### src/rtl/rename_free_list_mp.sv
// Multi-lane physical-register free list for the rename stage.
// A circular buffer of free preg numbers: rename pops from head, commit/reclaim
// pushes at tail. Pop and push lanes are compacted, and head-pointer
// checkpoints allow single-cycle recovery of speculative allocations.
module rename_free_list_mp #(
  parameter int P_REGISTERS = 128,
  parameter int L_REGISTERS = 32,
  parameter int POP_COUNT   = 2,
  parameter int PUSH_COUNT  = 2,
  parameter int C_NUM       = 4,
  localparam int PW         = $clog2(P_REGISTERS),
  localparam int IW         = $clog2(C_NUM)
) (
  input  logic                               clk,
  input  logic                               rst,
  input  logic [POP_COUNT-1:0]               pop_req,
  output logic                               pop_ok,
  output logic [POP_COUNT-1:0][PW-1:0]       pop_data,
  input  logic [PUSH_COUNT-1:0]              push_en,
  input  logic [PUSH_COUNT-1:0][PW-1:0]      push_data,
  input  logic                               chk_take,
  input  logic [IW-1:0]                      chk_id,
  input  logic                               chk_restore,
  input  logic [IW-1:0]                      rest_id,
  output logic [PW:0]                        free_count,
  output logic                               empty
);

  localparam int CW       = PW + 1;
  localparam int FREE_MAX = P_REGISTERS - L_REGISTERS;

  // Storage and pointers
  logic [PW-1:0] mem_q  [P_REGISTERS];
  logic [PW-1:0] ckpt_q [C_NUM];
  logic [PW-1:0] head_q, head_d;
  logic [PW-1:0] tail_q, tail_d;
  logic [CW-1:0] free_count_q, free_count_d;

  // Lane compaction and next-state helpers
  logic [CW-1:0]                  n_req;
  logic [CW-1:0]                  n_push;
  logic [POP_COUNT-1:0][PW-1:0]   pop_ofs;
  logic [PUSH_COUNT-1:0][PW-1:0]  push_ofs;
  logic                           pop_fire;
  logic [PW-1:0]                  head_next;
  logic [PW-1:0]                  restore_head;
  logic [PW-1:0]                  restore_diff;

  // Prefix popcounts: each active lane's offset is the number of active lanes below it.
  always_comb begin
    // NOTE: blocking assignments are correct here; the running count must be
    // visible to the next loop iteration within the same evaluation.
    n_req = '0;
    for (int i = 0; i < POP_COUNT; i++) begin
      pop_ofs[i] = n_req[PW-1:0];
      if (pop_req[i]) n_req = n_req + CW'(1);
    end
    n_push = '0;
    for (int j = 0; j < PUSH_COUNT; j++) begin
      push_ofs[j] = n_push[PW-1:0];
      if (push_en[j]) n_push = n_push + CW'(1);
    end
  end

  // Pop side: all-or-nothing grant, zero-latency read of the compacted entries.
  always_comb begin
    pop_ok   = (free_count_q >= n_req) && !chk_restore;
    pop_fire = pop_ok && (n_req != '0);
    for (int i = 0; i < POP_COUNT; i++) begin
      pop_data[i] = mem_q[head_q + pop_ofs[i]];
    end
    head_next = pop_fire ? head_q + n_req[PW-1:0] : head_q;
  end

  // Next-state pointers and count; a restore overrides the pop path but pushes still land.
  always_comb begin
    // NOTE: every output of this block gets a default first so no path can
    // leave a signal unassigned and infer a latch.
    tail_d       = tail_q + n_push[PW-1:0];
    head_d       = head_next;
    free_count_d = free_count_q + n_push - (pop_fire ? n_req : '0);
    restore_head = ckpt_q[rest_id];
    restore_diff = tail_d - restore_head;
    if (chk_restore) begin
      head_d = restore_head;
      if ((restore_diff == '0) && ((free_count_q + n_push) != '0)) begin
        free_count_d = CW'(P_REGISTERS);
      end else begin
        free_count_d = {1'b0, restore_diff};
      end
    end
  end

  // State update: pointers, count, pushed entries and checkpoint capture.
  always_ff @(posedge clk) begin
    if (rst) begin
      // NOTE: the storage is reset on purpose; the list must come up holding
      // every non-architectural preg, so it cannot be a plain unreset RAM.
      for (int i = 0; i < P_REGISTERS; i++) begin
        mem_q[i] <= (i < FREE_MAX) ? PW'(L_REGISTERS + i) : '0;
      end
      for (int c = 0; c < C_NUM; c++) begin
        ckpt_q[c] <= '0;
      end
      head_q       <= '0;
      tail_q       <= PW'(FREE_MAX);
      free_count_q <= CW'(FREE_MAX);
    end else begin
      head_q       <= head_d;
      tail_q       <= tail_d;
      free_count_q <= free_count_d;
      for (int j = 0; j < PUSH_COUNT; j++) begin
        if (push_en[j]) mem_q[tail_q + push_ofs[j]] <= push_data[j];
      end
      if (chk_take && !chk_restore) ckpt_q[chk_id] <= head_next;
    end
  end

  // Releasing more pregs than can ever be free indicates a double free upstream.
  always_ff @(posedge clk) begin
    if (!rst) begin
      assert (int'(free_count_q) + int'(n_push) <= FREE_MAX)
        else $error("rename_free_list_mp: free list overflow");
    end
  end

  assign free_count = free_count_q;
  assign empty      = (free_count_q == '0);

endmodule
### config.mk
export PLATFORM = sky130hd
export DESIGN_NAME = rename_free_list_mp
export DESIGN_NICKNAME = d
export VERILOG_FILES = /design/src/rtl/rename_free_list_mp.sv
export SDC_FILE = /design/constraint.sdc
export NUM_CORES = 2
export LEC_CHECK = 0
export CAP_MARGIN = 20
export CORE_ASPECT_RATIO = 1.1
export CORE_MARGIN = 2
export CORE_UTILIZATION = 45
export DETAILED_ROUTE_END_ITERATION = 7
export GPL_ROUTABILITY_DRIVEN = 0
export PLACE_DENSITY = 0.63
export SETUP_SLACK_MARGIN = 0.2
export SLEW_MARGIN = 0
export SYNTH_ARGS = -nofsm -noshare
export SYNTH_HDL_FRONTEND = slang
export SYNTH_SLANG_ARGS = --single-unit
### constraint.sdc
create_clock -name clk -period 4.88 [get_ports clk]
set_clock_uncertainty 0.1 [all_clocks]
set_input_delay 0.976 -clock clk [delete_from_list [all_inputs] [get_ports clk]]
set_output_delay 0.976 -clock clk [all_outputs]
set_load 0.005 [all_outputs]
==> impl_metrics.yaml <==
yosys:
  ys_seq_area_share_pct: 47.2
  synth_edf_count: 924
  synth_nets: 5854
  syn_avg_cell_area_um2: 10.3
  synth_cells: 5800
  synth-seq-cells: 946
  synth_area_um2: 59700
  async_reset_ff_share_pct: 0
  ys_warn_count: 0
  synthDistinctLibCells: 75
  synth_ff_type: "edfxtp_1"
placed_design:
  portBuffers: 49
  place_inst: 7455
  pre_cts_ws_ns: -0.927
  dp_hpwl_mm: 165
timing:
  slew_violations: 0
  finalCriticalPeriod_ns: 5.03
  fin_crit_sh_pct: 103
  setup_ws_ns: -0.148
  rsz0062_at_grt: "true"
  worst-slew-pin-transition_ns: 1.22
  holdWs_ns: 0.538
  hold_viol: 0
  relSlewSlack_pct: 18.5
  setup_violations: 9
  fmax_mhz: 199
grt:
  antenna_found_initial: 10
  grt.total_usage_pct: 36.8
  grt_max_degree: 73
  grt_pass1_wl_mm: 357
  grt_pass1_vias: 49800
  grt-ovfl-total: 0
finish:
  syn_to_final_growth_pct: 17.2
  finalNonFillerCells: 7750
  nets: 5936
  layout-drive-gt1-share_pct: 22.0
  fillers: 11300
min_path:
  min_path_type: "reg -> reg"
clocking:
  root_buffer: "clkbuf_16"
  numCtsBuffers: 103
  ctsHoldBuffers: 0
  clock-sinks: 946
  path_clk_slew_ns: 0.06
  clockBufferDepth: 3
  tritoncts: "yes"
  cts-htree-levels: 3
  clk_latency_ns: 0.75
setup_path:
  crit_fanout: 10
  worstPathRequired_ns: 3.80
  arrival_ns: 3.95
  crit_chain: "buf_12 > buf_16 > buf_12 > mux4_2 > a21oi_2 > o21ai_0 > buf_4 > a32oi_2 > a21oi_1 > buf_4 > clkdlybuf4s50_1"
  reg2reg_to: "mem_q[119][3]"
  reg2reg_depth: 6
  endpoint: "pop_data[4]"
  cp_num_cells: 11
  cp_top_family: "buffers and inverters"
  end_kind: "primary output"
  crit_path_start_kind: "register"
  worstSetupPathType: "reg -> out"
  startpoint: "head_q[0]"
  slowest_delay_ns: 0.51
  slowest_stage: "mux4_2"
  timing.critical_path.buf_inv: 6
  reg2reg_from: "tail_q[0]"
  r2r_slack_ns: 0.94
detailed_routing:
  routedWlPerCell_um: 32.9
  first_pass_iters: 7
  drt-total-wl_mm: 255
  vias: 53800
  final_antenna_net_count: 0
  route.detailed.drc: 0
  drt_iter0_drc: 9868
  avgViaCountPerCell: 6.94
power:
  powerDensity_nw_per_um2: 312
  leakagePower_uw: 0.0212
  vdd_ir_drop_max_mv: 0.336
  p_total_uw: 21800
floorplan:
  die_h_um: 386
  initial_core_util_pct: 45.2
  io_pins: 50
  rows: 140
  die_w_um: 351
  fp.dieArea_um2: 136000
  core_area_um2: 132000
run_status:
  outcome: "finished with violations"
  violations: "setup timing"
flow_run:
  drv_cap: 0
## worst min-delay path by stage
stage | start | end | slack, ns | cells past startpoint
after floorplan | free_count[5] | free_count[5] | 0.47 | 2
after global placement | free_count[5] | free_count[5] | 0.51 | 2
after detailed placement | free_count[5] | free_count[5] | 0.51 | 2
after CTS | free_count[5] | free_count[5] | 0.54 | 2
after global routing | free_count[5] | free_count[5] | 0.61 | 2
final | free_count[5] | free_count[5] | 0.54 | 2
## cell usage after synthesis (all sizes together), types with 81 or more instances
| master | instances | area [um2] |
|---|---|---|
| nand2 | 1185 | 4450 |
| a21oi | 344 | 1720 |
| o21ai | 515 | 2580 |
| nand3 | 175 | 888 |
| buf | 190 | 945 |
| nor2 | 295 | 1110 |
| a31oi | 94 | 594 |
| nor3 | 301 | 1700 |
| o31ai | 81 | 608 |
| or3 | 97 | 607 |
| clkbuf | 424 | 1590 |
| mux4 | 343 | 7720 |
| nor4 | 116 | 867 |
| edfxtp | 924 | 27700 |
| mux2i | 270 | 2700 |
## through the flow
stage	area (um2)	TNS, ns	utilization [%]
final	69900	-0.755	53.0
after global routing	69900	-0.656	52.9
after CTS	69000	-0.272	52.2
after detailed placement	64300	-5.15	48.7
after global placement	64300	-5.03	48.7
after floorplan	59700	0	-
## worst reg2reg max path: stages (launching register included)
cell     delay, ns
dfxtp_1       0.57
ha_1          0.36
ha_1          0.39
xor2_1        0.27
nand3_1       0.63
nor3_2        0.88
or3_1         0.44
## sequential cells by signal (all words and copies together) (netlist names)
signal and count:
mem_q 896, ckpt_q 28, free_count 8, head_q 7, tail_q 7
## cell usage in the layout (no fill, tap or decap), drive strengths merged, types with 8 or more instances in the layout
master	n
ha	23
mux2i	270
xnor2	19
bufinv	9
dfxtp	22
a211oi	12
nand2	1185
o221ai	25
a22oi	29
a221oi	28
nand4	40
or3	97
a21oi	344
xor2	11
nand2b	14
a32oi	23
or4	8
buf	554
nor2	295
nor4	116
inv	43
clkdlybuf4s50	25
o21ai	515
edfxtp	924
clkinv	42
a31oi	94
nand3b	12
mux4	343
o22ai	8
or3b	18
clkbuf	130
o31ai	81
nand3	175
diode	13
nor3	301
nor2b	12
a41oi	28
## cells by family (layout without fill, tap and decap cells)
logic type               after synthesis  in the layout  synth area share [%]
AND/OR/NAND/NOR                     2295           2295                  17.6
AO/OA/AOI/OAI                       1232           1232                  12.1
XOR/XNOR                              30             30                 0.440
multiplexers                         615            615                  17.5
adder cells (fa/ha/maj)               28             28                 0.650
buffers and inverters                654            816                  4.50
flip-flops                           946            946                  47.2
other                                  0             13                     0
## metal layers
layer,wire [um],track usage [%]
met5,63,0
met4,22100,26.0
met3,39000,11.2
met2,110000,54.8
met1,84100,45.9
## where the power goes
part	internal, uW	switching (uW)
Sequential	9110	227
Clock	4380	3520
Combinational	1860	2740
## layout make-up
cell class | instances | area [um2] | area share, %
multi-input combinational | 4200 | 29800 | 42.6
tap | 1775 | 2220 | 3.18
sequential | 946 | 28200 | 40.3
inverter | 40 | 153 | 0.218
antenna | 13 | 32.5 | 0.0465
clock buffer | 124 | 2680 | 3.83
timing repair buffer | 591 | 6260 | 8.95
clock inverter | 61 | 576 | 0.823
## timing repair
action,4_1_cts,5_1_grt
cloned,9,6
setup buffers,54,28
setup endpoints to repair,15,14
pin swaps,48,36
resized for setup,186,115
No activity file was read; power rests on OpenSTA's default activity.
